`src/rtl/sdram_bist.sv`:
```
// sdram_bist: LFSR write/read-back self-test driving an SDRAM controller user port.
// Define SDRAM_BIST_ERRINJ_EN to add err_inj, which corrupts the first written word of a run.
//   state  | meaning
//   IDLE   | waiting for start after reset
//   WFILL  | waiting for write-FIFO room, then pushing one burst
//   WCMD   | write command offered until accepted
//   RCMD   | read command offered until accepted
//   RDRAIN | popping and checking one burst of read data
//   DONE   | results held until the next start
module sdram_bist #(
    parameter int unsigned BURST_LEN  = 8,
    parameter logic [24:0] ADDR_START = 25'h0000000,
    parameter logic [24:0] ADDR_END   = 25'h00000FF,
    parameter logic [15:0] SEED       = 16'hACE1
) (
    input  logic        clk,
    input  logic        rst_n,
    input  logic        start,
`ifdef SDRAM_BIST_ERRINJ_EN
    input  logic        err_inj,
`endif
    output logic        busy,
    output logic        done,
    output logic        pass,
    output logic [15:0] err_cnt,
    output logic [24:0] first_err_adr,
    output logic        cmd_en,
    output logic        cmd_wr_rd,
    input  logic        cmd_av,
    output logic [9:0]  cmd_len,
    output logic [24:0] cmd_adr,
    input  logic [9:0]  wr_remain_space,
    output logic        wr_en,
    output logic [15:0] wr_data,
    output logic [1:0]  wr_mask,
    input  logic        rd_av,
    output logic        rd_en,
    input  logic [15:0] rd_data
);

    typedef enum logic [2:0] {IDLE, WFILL, WCMD, RCMD, RDRAIN, DONE} state_t;

    localparam logic [8:0]  BL_W    = 9'(BURST_LEN);
    localparam logic [9:0]  CMD_LEN = 10'(BURST_LEN);
    localparam logic [25:0] END_X   = {1'b0, ADDR_END};

    state_t      state, state_n;
    logic [24:0] adr, adr_n;
    logic [25:0] adr_inc;
    logic [8:0]  wcnt;
    logic [15:0] lfsr, lfsr_step, wr_word, err_cnt_n;
    logic        last_burst, accept, start_ok, push, pop_issue, pop_cmp, mismatch;
    logic        cmd_n, reload;

`ifdef SDRAM_BIST_ERRINJ_EN
    logic        inj;
    assign wr_word = lfsr ^ {15'b0, inj};
`else
    assign wr_word = lfsr;
`endif

    assign wr_mask    = 2'b00;
    assign lfsr_step  = {lfsr[14:0], lfsr[15] ^ lfsr[13] ^ lfsr[12] ^ lfsr[10]};
    assign adr_inc    = {1'b0, adr} + 26'(BURST_LEN);
    assign last_burst = adr_inc > END_X;
    assign accept     = cmd_en && cmd_av;
    assign start_ok   = start && ((state == IDLE) || (state == DONE));
    assign push       = (state == WFILL) && (wcnt < BL_W) &&
                        ((wcnt != 9'd0) || (wr_remain_space >= CMD_LEN));
    // rd_en is registered, so pop at most every other cycle: rd_av seen while idle
    // guarantees the FIFO still holds a word when the pop lands.
    assign pop_issue  = (state == RDRAIN) && (wcnt < BL_W) && rd_av && !rd_en;
    assign pop_cmp    = (state == RDRAIN) && rd_en;
    assign mismatch   = pop_cmp && (rd_data != lfsr);
    assign err_cnt_n  = (mismatch && (err_cnt != 16'hFFFF)) ? err_cnt + 16'd1 : err_cnt;
    assign reload     = (state == WCMD) && accept && last_burst;
    assign cmd_n      = (state_n == WCMD) || (state_n == RCMD);

    always_ff @(posedge clk or negedge rst_n) begin
        if (!rst_n) state <= IDLE;
        else        state <= state_n;
    end

    always_comb begin
        state_n = state;
        adr_n   = adr;
        case (state)
            IDLE, DONE: begin
                if (start) begin
                    state_n = WFILL;
                    adr_n   = ADDR_START;
                end
            end
            WFILL: begin
                if (wcnt == BL_W) state_n = WCMD;
            end
            WCMD: begin
                if (accept) begin
                    if (last_burst) begin
                        state_n = RCMD;
                        adr_n   = ADDR_START;
                    end else begin
                        state_n = WFILL;
                        adr_n   = adr_inc[24:0];
                    end
                end
            end
            RCMD: begin
                if (accept) state_n = RDRAIN;
            end
            RDRAIN: begin
                if (pop_cmp && (wcnt == BL_W)) begin
                    if (last_burst) begin
                        state_n = DONE;
                    end else begin
                        state_n = RCMD;
                        adr_n   = adr_inc[24:0];
                    end
                end
            end
            default: state_n = IDLE;
        endcase
    end

    always_ff @(posedge clk or negedge rst_n) begin
        if (!rst_n) begin
            adr           <= '0;
            wcnt          <= '0;
            lfsr          <= SEED;
            busy          <= 1'b0;
            done          <= 1'b0;
            pass          <= 1'b0;
            err_cnt       <= '0;
            first_err_adr <= '0;
            cmd_en        <= 1'b0;
            cmd_wr_rd     <= 1'b0;
            cmd_len       <= '0;
            cmd_adr       <= '0;
            wr_en         <= 1'b0;
            wr_data       <= '0;
            rd_en         <= 1'b0;
`ifdef SDRAM_BIST_ERRINJ_EN
            inj           <= 1'b0;
`endif
        end else begin
            adr       <= adr_n;
            busy      <= (state_n != IDLE) && (state_n != DONE);
            done      <= (state_n == DONE);
            pass      <= (state_n == DONE) && (err_cnt_n == 16'd0);
            cmd_en    <= cmd_n;
            cmd_wr_rd <= (state_n == RCMD);
            cmd_len   <= cmd_n ? CMD_LEN : '0;
            cmd_adr   <= cmd_n ? adr_n : '0;
            wr_en     <= push;
            rd_en     <= pop_issue;
            err_cnt   <= err_cnt_n;
            if (mismatch && (err_cnt == 16'd0))
                first_err_adr <= adr + 25'(wcnt - 9'd1);
            if ((state_n != state) && ((state_n == WFILL) || (state_n == RDRAIN)))
                wcnt <= '0;
            else if (push || pop_issue)
                wcnt <= wcnt + 9'd1;
            if (push) wr_data <= wr_word;
            if (start_ok || reload)
                lfsr <= SEED;
            else if (push || pop_cmp)
                lfsr <= lfsr_step;
            if (start_ok) begin
                err_cnt       <= '0;
                first_err_adr <= '0;
            end
`ifdef SDRAM_BIST_ERRINJ_EN
            if (start_ok)  inj <= err_inj;
            else if (push) inj <= 1'b0;
`endif
        end
    end

endmodule

```
`config.mk`:
```
export PLATFORM = sky130hd
export DESIGN_NAME = sdram_bist
export DESIGN_NICKNAME = d
export VERILOG_FILES = /design/src/rtl/sdram_bist.sv
export SDC_FILE = /design/constraint.sdc
export NUM_CORES = 1
export LEC_CHECK = 0
export CAP_MARGIN = 20
export CORE_ASPECT_RATIO = 1.2
export CORE_MARGIN = 8
export CORE_UTILIZATION = 29
export CTS_CLUSTER_SIZE = 20
export DETAILED_ROUTE_END_ITERATION = 16
export PLACE_DENSITY_LB_ADDON = 0.15
export SETUP_SLACK_MARGIN = 0.5
export SLEW_MARGIN = 10
export SYNTH_ARGS = -nofsm -noshare
export SYNTH_HDL_FRONTEND = slang
export SYNTH_SLANG_ARGS = --single-unit
```
`constraint.sdc`:
```
create_clock -name clk -period 12.1 [get_ports clk]
set_clock_uncertainty 0.1 [all_clocks]
set_input_delay 2.42 -clock clk [delete_from_list [all_inputs] [get_ports clk]]
set_output_delay 2.42 -clock clk [all_outputs]
set_load 0.005 [all_outputs]
```
Yosys cells after proc, flatten, opt, wreduce, memory -nomap -nowiden
Index checks and enable logic that the tools add are counted.
{"block": "totals", "reg_bits": 146, "in_bits": 31, "output_inout_bits": 101, "elab_cells": 100}
{"block": "classes", "n_addsub": 5, "n_lt_le_gt_ge": 3, "eq_ne": 15, "n_mux": 24, "bitwise_logic": 3, "n_reduce_logical": 34}
{"cell": "$mux W25", "count": 8}
{"cell": "$pmux W25 S3", "count": 1}
{"cell": "$mux W16", "count": 4}
{"cell": "$logic_not A16 Y1", "count": 2}
{"cell": "$add A25 B4 Y26 const B", "count": 1}
{"cell": "$gt A26 B8 Y1 const B", "count": 1}
{"cell": "$add A25 B25 Y25", "count": 1}
{"cell": "$mux W3", "count": 6}
{"cell": "$mux W9", "count": 2}
{"cell": "$logic_and A1 B1 Y1", "count": 17}
{"cell": "$add A16 B1 Y16 const B", "count": 1}
{"cell": "$ne A16 B16 Y1", "count": 1}
{"cell": "$ne A16 B16 Y1 const B", "count": 1}
{"cell": "$pmux W3 S5", "count": 1}
{"cell": "$eq A3 B2 Y1 const B", "count": 4}
{"cell": "$eq A3 B3 Y1 const B", "count": 4}
{"cell": "$ge A10 B4 Y1 const B", "count": 1}
{"cell": "$sub A9 B1 Y10 const B", "count": 1}
{"cell": "$add A9 B1 Y9 const B", "count": 1}
{"cell": "$eq A9 B4 Y1 const B", "count": 1}
{"cell": "$lt A9 B4 Y1 const B", "count": 1}
{"cell": "$reduce_bool A9 Y1", "count": 1}
{"cell": "$logic_or A1 B1 Y1", "count": 7}
{"cell": "$eq A3 B1 Y1 const B", "count": 2}
{"cell": "10 further kinds", "count": 14}

Logic depth before layout (Yosys ltp)
Gate-level depths: netlist of run 1.
{"block": "logic_depth", "ltp_word": 9, "depth_mapped": 15, "ltp_nobuf": 15}

Worst setup path after synthesis of run 1
Ideal clock, no wire load.
{"block": "synth_path", "kind": "input port to flip-flop", "from": "in rd_data[4]", "to": "reg pass", "setup_time_ps": 100, "arrival_time_ps": 4163, "required_time_ps": 11900, "slack_ps": 7737, "stages": 9, "n_path_buf": 0, "path_cell_list": "xnor2_1 nand4_1 nor4_1 a311oi_1 nand2_1 nor2_1 mux2_2 o21ai_0 nor4bb_1"}
{"block": "synth_via", "elab_chain_len": 6}
{"element": "from (decl)", "line": "38", "text": "input logic [15:0] rd_data"}
{"element": "$ne A16 B16 Y1", "line": "74", "text": "assign mismatch = pop_cmp && (rd_data != lfsr);"}
{"element": "$logic_and A1 B1 Y1", "line": "74"}
{"element": "$logic_and A1 B1 Y1", "line": "75", "text": "assign err_cnt_n = (mismatch && (err_cnt != 16'hFFFF)) ? err_cnt + 16'd1 : err_cnt;"}
{"element": "$mux W16", "line": "75"}
{"element": "$logic_not A16 Y1", "line": "149", "text": "pass <= (state_n == DONE) && (err_cnt_n == 16'd0);"}
{"element": "$logic_and A1 B1 Y1", "line": "149"}
{"element": "to (signal assigned)", "line": "149"}
{"element": "to (decl)", "line": "24", "text": "output logic pass,"}
Every way passes these cells.
A chain may end at the register's enable or synchronous reset.

Worst setup path in the final report of run 1
Same ends and word-level chain as after synthesis.

==> flow_summary_export.csv, run 1 <==
group,metric,value,unit
die,die-height,194,um
yosys,ys_async_sr_fraction,100,%
setup_path,worst-endpoint-arrival,5290,ps
die,placeableCoreArea,26100,sq um
power_and_ir_drop,p_per_area,185,nW/um^2
setup_path,critical_path.startpoint_type,"input port",
yosys,synthesized_area_fraction_occupied_by_xor_and_xnor_cells,7.78,%
setup_path,cp-startpoint,"rd_data[4]",
placed_design,gp_routability_congestion,0.840,
grt,grt_first_pass_wirelength,33.6,mm
setup_path,reg2reg_from,"wcnt[4]",
timing,finalHoldViolCount,0,
detailed_routing,drt-pass1-iter-count,4,
cts,cts.repair.resized,0,
yosys,synth-edff-count,0,
layout,n_antenna_cell,0,
detailed_routing,drt_iter0_drc,218,
grt,grt_start_max_net_pins,93,
yosys,portion_of_the_post_synthesis_area_used_by_sequential_elements,46.6,%
placed_design,placement_stage_cell_area,9140,sq um
die,initial_utilization,29.3,%
cts,insertion_delay,430,ps
layout,drive_above_1_share,8.68,%
detailed_routing,remaining_drc_errors,0,
timing,totalNegativeSetupSlack,0,ps
timing,worst-slew-pin-transition,953,ps
placed_design,portBuffers,117,
yosys,synth_top_cell_by_area,"dfrtp_1",
setup_path,crit_path_max_fanout,13,
yosys,synthFlopType,"dfrtp_1",
cts,cts_root_buffer,"clkbuf_16",
yosys,synth_most_common_cell,"dfrtp_1",
detailed_routing,route.antenna.remaining_nets,0,
power_and_ir_drop,maximum_vdd_drop,0.0949,mV
power_and_ir_drop,power.leakage,4.31,nW
yosys,syn_area,7650,sq um
yosys,post_synth_num_cell_types,69,
detailed_routing,detail_route.wl_per_cell,16.4,um
grt,track_usage,13.2,%
yosys,post_synth_and_or_nand_nor_area_fraction,22.3,%
layout,layout.cell_area.non_filler,9720,sq um
grt,overflow,0,
cts,cts.htree.levels,4,
yosys,synthesis.yosys.warnings,0,
cts,clock_sinks,142,
min_path,holdCritStartpoint,"first_err_adr[21]",
timing,layout_worst_path_cycle_share,41.9,%
yosys,synth_mux_area_share,3.04,%
setup_path,path_class,"in2reg",
timing,max_slew_violation_count,0,
cts,post-cts-setup-buffer-count,0,
grt,first_global_vias,6150,
layout,area_growth_syn_to_layout,27.0,%
placed_design,dp_hpwl,15.1,mm
yosys,netlist.area_leader.share,43.8,%
timing,holdWs,397,ps
setup_path,worst-endpoint-required,12310,ps
die,rows,65,
timing,setup_violating_endpoint_count_in_the_final_report,0,
layout,fin_util,37.2,%
yosys,main_combinational_cell_family_by_area_after_synthesis,"simple AND/OR/NAND/NOR gates",
cts,cts_tree,"built",
timing,unrepaired_setup_endpoints_after_global_routing,"no",
yosys,synth-seq-cells,142,
setup_path,worstSetupEndpointType,"register",
layout,num-nets-final,972,
detailed_routing,detail_route.vias_per_cell,4.73,
timing,fin_crit,5070,ps
min_path,worstHoldPathType,"reg2reg",
cts,cts_max_path_buffers,2,
timing,max_freq,197,MHz
timing,max_slew_margin,36.3,%
cts,cts_bufs_inserted,17,
yosys,synthTopCellsByCount,"134 x dfrtp_1, 75 x nor2_1, 71 x nand2_1",
power_and_ir_drop,p_total,1.80,mW
yosys,synth_area_per_inst,9.60,sq um
job,maxCapViolations,0,
die,design.die.area,31900,sq um
detailed_routing,route.vias.total,5946,
outcome,result_of_the_run,"complete, no violations",
die,boundaryPins,132,
yosys,synthTopCellsByArea,"dfrtp_1 44%, ha_1 5.1%, xnor2_1 4.2%",
detailed_routing,wirelength,20.6,mm
grt,number_of_antenna_violations_at_the_first_check_in_global_routing,0,
die,x_dimension_of_the_die,164,um
cts,cts-hold-fix-buffers,0,
yosys,synthCells,797,
yosys,synth-compound-area-share,11.2,%
yosys,synth-adder-area-share,5.33,%
cts,path_clk_slew,60,ps
-- kinds of logic after synthesis --
| logic type | count (synthesis) |
|---|---|
| AND/OR/NAND/NOR | 332 |
| flip-flops | 142 |
| multiplexers | 21 |
| other | 1 |
| buffers and inverters | 62 |
| adder cells (fa/ha/maj) | 32 |
| AO/OA/AOI/OAI | 139 |
| XOR/XNOR | 68 |
-- cell type report --
| cell class | instances | area [sq um] |
|---|---|---|
| Timing Repair Buffer | 123 | 1220 |
| Tap cell | 335 | 419 |
| Clock inverter | 14 | 146 |
| Fill cell | 2682 | 16400 |
| Sequential cell | 142 | 3560 |
| Clock buffer | 18 | 429 |
| Multi-Input combinational cell | 603 | 3850 |
| Inverter | 22 | 86.3 |
-- critical path, stage by stage --
cell and delay, ps:
clkdlybuf4s50_1 410, xnor2_1 220, nand4_1 140, nor4_1 690, a311oi_1 80, buf_4 230, nand2_1 220, nor2_1 140
mux2_2 280, o21ai_0 130, nor4bb_1 320
-- where the power goes --
part / switching, mW / internal (mW) / total (mW)
logic: 0.367 / 0.291 / 0.657
registers: 0.0675 / 0.553 / 0.620
clock network: 0.233 / 0.291 / 0.523
total: 0.667 / 1.13 / 1.80
-- routing by layer --
layer,up-vias,global-route usage [%],part of all wire (%)
li1,3004,-,-
met1,2800,16.1,44
met2,125,21.8,47
met3,17,4.48,7.2
met4,0,3.81,1.2
met5,-,0,0
-- layout by cell type (no fill, tap or decap), types with 3 or more instances in the layout --
master / instances
xor2_1: 31
nor3_1: 25
o31ai_1: 5
o22ai_1: 4
mux2_2: 18
xnor2_1: 37
or2_2: 3
nand2b_1: 4
a21oi_1: 21
nand2_1: 71
nand3_1: 47
o21ai_0: 59
nor2_1: 75
clkinvlp_4: 4
inv_6: 5
ha_1: 31
conb_1: 11
dfstp_2: 8
clkdlybuf4s50_1: 116
nor4_1: 10
and2_1: 36
dfrtp_1: 134
a21o_1: 15
nor2b_1: 5
inv_1: 20
or3_1: 6
clkbuf_16: 17
o21a_1: 3
a31oi_1: 8
and3_1: 9
buf_4: 5
nand4_1: 17
inv_8: 3
mux2i_1: 3
-- state kept, by name, summed over array words and instances (netlist names) --
| signal | cells |
|---|---|
| wcnt | 9 |
| cmd_adr | 25 |
| err_cnt | 16 |
| busy | 1 |
| lfsr | 16 |
| adr | 25 |
| cmd_len | 1 |
| state | 3 |
| wr_data | 16 |
| first_err_adr | 25 |
| wr_en | 1 |
| rd_en | 1 |
| pass | 1 |
| cmd_wr_rd | 1 |
| done | 1 |
-- final timing paths --
kind | slack (ps) | end | cells after the start
setup / recovery | 7030 | pass | 11
hold / removal | 400 | first_err_adr[21] | 2
setup reg to reg | 8410 | first_err_adr[23] | 12
hold reg to reg | 400 | first_err_adr[21] | 2
max in group asynchronous | 8670 | wcnt[1] | 2
min in group asynchronous | 1980 | cmd_adr[14] | 1
-- through the flow --
step                      worst slack (ps)  cells
after CTS                             6940   1257
after detailed placement              6540   1225
after global routing                  6670   1257
after global placement                6490   1224
after floorplan                       7740    807
final                                 7030   1257
Note: power is estimated with default switching activity, not from simulation.
==> run 2: changes to the inputs <==
- clock period: 12.1 -> 4.25 ns (I/O delays scaled with it)
==> flow_summary_export.csv, run 2 (synthesis gave the netlist of run 1 again) <==
group,metric,value,unit
layout,mostFrequentLayoutCells,"134 x dfrtp_1, 116 x clkdlybuf4s50_1, 75 x nor2_1",
detailed_routing,remaining_drc_errors,0,
timing,layout_worst_path_cycle_share,81.5,%
die,placeableCoreArea,26100,sq um
grt,grt_first_pass_wirelength,33.5,mm
layout,area.sequential,3560,sq um
timing,worst-slew-pin-transition,972,ps
layout,drive_above_1_share,10.1,%
timing,setup_violating_endpoint_count_in_the_final_report,0,
setup_path,worstSetupEndpointType,"register",
layout,commonest_non_fill_non_tap_cell_in_the_layout,"dfrtp_1",
detailed_routing,route.vias.total,6007,
cts,cts.htree.levels,4,
detailed_routing,drt-pass1-iter-count,5,
setup_path,crit_path_top_delay_cell,"or4_4",
timing,fin_crit,3470,ps
timing,finalHoldViolCount,0,
timing,max_slew_violation_count,0,
cts,cts_max_path_buffers,2,
outcome,result_of_the_run,"complete, no violations",
die,boundaryPins,132,
job,maxCapViolations,0,
cts,path_clk_slew,70,ps
die,design.die.area,31900,sq um
setup_path,crit_path_max_fanout,10,
grt,track_usage,13.3,%
placed_design,portBuffers,117,
timing,max_freq,289,MHz
power_and_ir_drop,maximum_vdd_drop,0.275,mV
timing,max_slew_margin,35.0,%
setup_path,timing.critical_path.cells,"or4_4, nor3_2, buf_6, ha_1, a21o_1, a21o_1, a21o_1, nor3_1, a21oi_1, o41ai_1, xor2_1, o21ai_0",
timing,holdWs,400,ps
grt,number_of_antenna_violations_at_the_first_check_in_global_routing,0,
min_path,worstHoldPathType,"reg2reg",
layout,n_antenna_cell,0,
power_and_ir_drop,power.leakage,4.37,nW
detailed_routing,detail_route.vias_per_cell,4.74,
detailed_routing,detail_route.wl_per_cell,16.2,um
layout,area_growth_syn_to_layout,28.1,%
setup_path,worst-endpoint-required,4450,ps
detailed_routing,drt_iter0_drc,245,
timing,totalNegativeSetupSlack,0,ps
setup_path,critPathMaxStageDelay,580,ps
detailed_routing,wirelength,20.5,mm
setup_path,path_class,"reg2reg",
grt,grt_start_max_net_pins,92,
layout,multiInputGateArea,3870,sq um
cts,cts_bufs_inserted,17,
die,x_dimension_of_the_die,164,um
detailed_routing,route.antenna.remaining_nets,0,
cts,clock_sinks,142,
cts,cts-hold-fix-buffers,0,
timing,unrepaired_setup_endpoints_after_global_routing,"no",
setup_path,critical_path.startpoint_type,"register",
power_and_ir_drop,p_per_area,525,nW/um^2
placed_design,dp_hpwl,15.1,mm
die,rows,65,
layout,fin_util,37.6,%
placed_design,gp_routability_congestion,0.816,
layout,largestRegisters,"adr (25), cmd_adr (25), first_err_adr (25)",
setup_path,critical-path-top-cell-by-count,"a21o_1",
cts,cts_root_buffer,"clkbuf_16",
grt,overflow,0,
setup_path,worst-endpoint-arrival,3670,ps
grt,first_global_vias,6167,
die,die-height,194,um
cts,cts_tree,"built",
layout,num-nets-final,981,
layout,fill_cells,2668,
die,initial_utilization,29.3,%
cts,insertion_delay,430,ps
## run 2: critical path, delay by kind of cell, from the launching register on
family | cells | cell delay (ps)
fa+ha+maj | 1 | 290
flops | 1 | 440
buf+inv | 1 | 160
simple gates | 3 | 960
xor+xnor | 1 | 190
compound gates | 6 | 1200
## run 2: timing repair
item | 4_1_cts | 5_1_grt
setup endpoints to repair | 0 | 7
buffers inserted | 0 | 2
gates resized for setup | 0 | 5
## run 2: worst paths after layout
kind / start / end / slack (ps) / depth (start not counted)
setup reg to reg: wcnt[4] / first_err_adr[21] / 780 / 12
hold / removal: first_err_adr[22] / first_err_adr[22] / 400 / 2
hold reg to reg: first_err_adr[22] / first_err_adr[22] / 400 / 2
max in group asynchronous: rst_n / lfsr[13] / 2700 / 2
setup / recovery: wcnt[4] / first_err_adr[21] / 780 / 12
min in group asynchronous: rst_n / adr[18] / 410 / 1
## run 2: final cells by class
type                       count  area share (%)
clock buffer                  17            4.34
clock inverter                15            1.44
inverter                      22           0.880
multi-input combinational    603            39.5
sequential                   142            36.3
tap                          335            4.27
timing repair buffer         132            13.3
## run 2: stage by stage
stage | cells | setup slack (ps) | total power [mW] | area (sq um)
after CTS | 1264 | 583 | 5.22 | 9770
after floorplan | 807 | 541 | 3.04 | 7700
after detailed placement | 1232 | 602 | 3.70 | 9200
after global placement | 1232 | 636 | 3.70 | 9200
after global routing | 1266 | 507 | 5.53 | 9810
final | 1266 | 785 | 5.15 | 9810
## run 2: power breakdown
part / internal (mW) / switching [mW] / leakage (nW)
Sequential: 1.57 / 0.200 / 1.91
Clock: 0.782 / 0.687 / 0.281
Combinational: 0.852 / 1.06 / 2.18
## run 2: routing by layer
layer  track usage (%)  wire [um]  part of all wire, %
met1              16.2       9170                   45
met2              21.7       9870                   48
met3              4.16       1370                  6.6
met4              4.18        135                 0.66
met5                 0          0                    0
==> edit 1: new RTL, settings of run 2 <==
Add a define of `SDRAM_BIST_ERRINJ_EN`.
--- a/src/rtl/sdram_bist.sv
+++ b/src/rtl/sdram_bist.sv
@@ -8,4 +8,6 @@
 //   RDRAIN | popping and checking one burst of read data
 //   DONE   | results held until the next start
+`define SDRAM_BIST_ERRINJ_EN
+
 module sdram_bist #(
     parameter int unsigned BURST_LEN  = 8,
Ports: changed (added err_inj); port bits go from 132 to 133. No check against the original RTL was run, so the function may have changed too.
==> edit 1 against run 2 <==
Maximum frequency increased by 0.14%. Largest cell class unchanged. Sequential cell count rose by 1. Highest routed layer unchanged. Cell area up 4.3%. Worst setup slack better by 0.0050 ns. Non-clock buffer count unchanged. Synthesized area grew 5.0%. Clock power grew 10%. Via count is 6.3% higher. Total power increased by 13%. Routed wire length up 11%. Sequential share of layout area down 1.3 points. Cell count grew 2.9%. First-iteration DRC count is 24% higher.
==> edit 1: results (changes against run 2) <==
[outcome]
outcome=complete, no violations

[drt]
route.vias.total=6387  ; +6.3%
drtIter0Drc=304  ; +24%
drt_pass1_iterations=4  ; -1
wl_um=22900  ; +11%
dr_wl_met3_um=909  ; -33%
met1_length_um=10400  ; +14%
routed-wl-met2_um=11100  ; +12%

[logic_synthesis]
synth_fa_ha_area_frac=0.0507  ; -0.00254
synth.distinct_cells=83  ; +20%
muxShareOfSynthArea=0.0249  ; -0.00550
synthXorXnorAreaFrac=0.0741  ; -0.00371
avgSynthCellArea_sq_um=9.70  ; +0.95%
yosys.area.top_type_share=0.420  ; -0.0178
synth_commonest_cells=135 x dfrtp_1, 81 x nor2_1, 56 x nand2_1
synth_compound_area_frac=0.137  ; +0.0252
ys_seq_area_frac=0.446  ; -0.0191
synth.area.top_cells=dfrtp_1 42%, ha_1 4.8%, xor2_1 4.2%, nor2_1 3.8%, and2_1 3.2%

[final_layout]
n_antenna_cell=0  ; unchanged
sequential_cell_area_sq_um=3590  ; +0.70%
seq_area_frac=0.351  ; -0.0126
layout.non_clock_inverters=28  ; +27%
nNetsFinal=1014  ; +3.4%
nFillCells=2761  ; +3.5%
seq_cells=143  ; +0.70%
buf_share=0.127  ; -0.00561
multi_input_area_sq_um=4180  ; +8.1%
clock_buffers=19  ; +2

[min_path]
hp-class=input port to asynchronous set/reset pin

[critical_path]
worstPathMaxFanout=14  ; +4
worstPathArrival_ns=3.66  ; about the same
crit_path_top_delay_cell=dfrtp_1
slowest_delay_ns=0.44  ; -0.14 ns

[global_route]
grtUsageMet1=0.170  ; +0.00793
track_usage=0.140  ; +0.00697
globalRouteMet3Util=0.0286  ; -0.0131
grt_pass1_wl_um=37100  ; +11%
grt_pass1_vias=6661  ; +8.0%
grt_start_max_net_pins=73  ; -21%
grt_use_met2=0.242  ; +0.0248

[pwr]
internal-power_mw=3.66  ; +14%
p_leak_nw=4.52  ; +3.4%
clockPowerShare=0.280  ; -0.005
ir_worst_vdd_v=0.000280  ; +1.8%
p_comb_frac=0.395  ; +0.025

[clock_network]
postCtsSetupBuffers=0  ; unchanged
cts_resized=0  ; unchanged

[placement]
dp_hpwl_um=16700  ; +10%
io_buffers=118  ; +0.85%
dpl_cell_area_sq_um=9590  ; +4.3%
gp_congestion=0.812  ; -0.44%

[timing]
max_slew.worst_pin.slew_ns=0.696  ; -0.276 ns

edit 1: cell types whose count changed after synthesis, moves of 6 or more:
cell	change
o21ai_0	-21
nand2_1	-15
nor3_1	-13
a21oi_1	+9
xnor2_1	-8
xor2_1	+8
clkbuf_1	-7
o21ai_1	+7
nor2_1	+6
or3_1	+6
edit 1: per-stage QoR:
stage,worst slack [ns],total power [mW]
after global placement,0.487,4.24
after detailed placement,0.473,4.25
after CTS,0.716,5.91
after floorplan,0.524,3.43
final,0.790,5.81
after global routing,0.521,6.24
edit 1: worst paths after layout:
kind                                  from                end  slack [ns]  depth (start not counted)
worst max-delay path               wcnt[4]  first_err_adr[22]        0.79                         14
worst min-delay path                 rst_n         wr_data[4]        0.33                          1
worst max register to register     wcnt[4]  first_err_adr[22]        0.79                         14
worst min register to register  wr_data[0]         wr_data[0]        0.38                          2
max in group asynchronous            rst_n           lfsr[13]        2.86                          2
min in group clk                wr_data[0]         wr_data[0]        0.38                          2
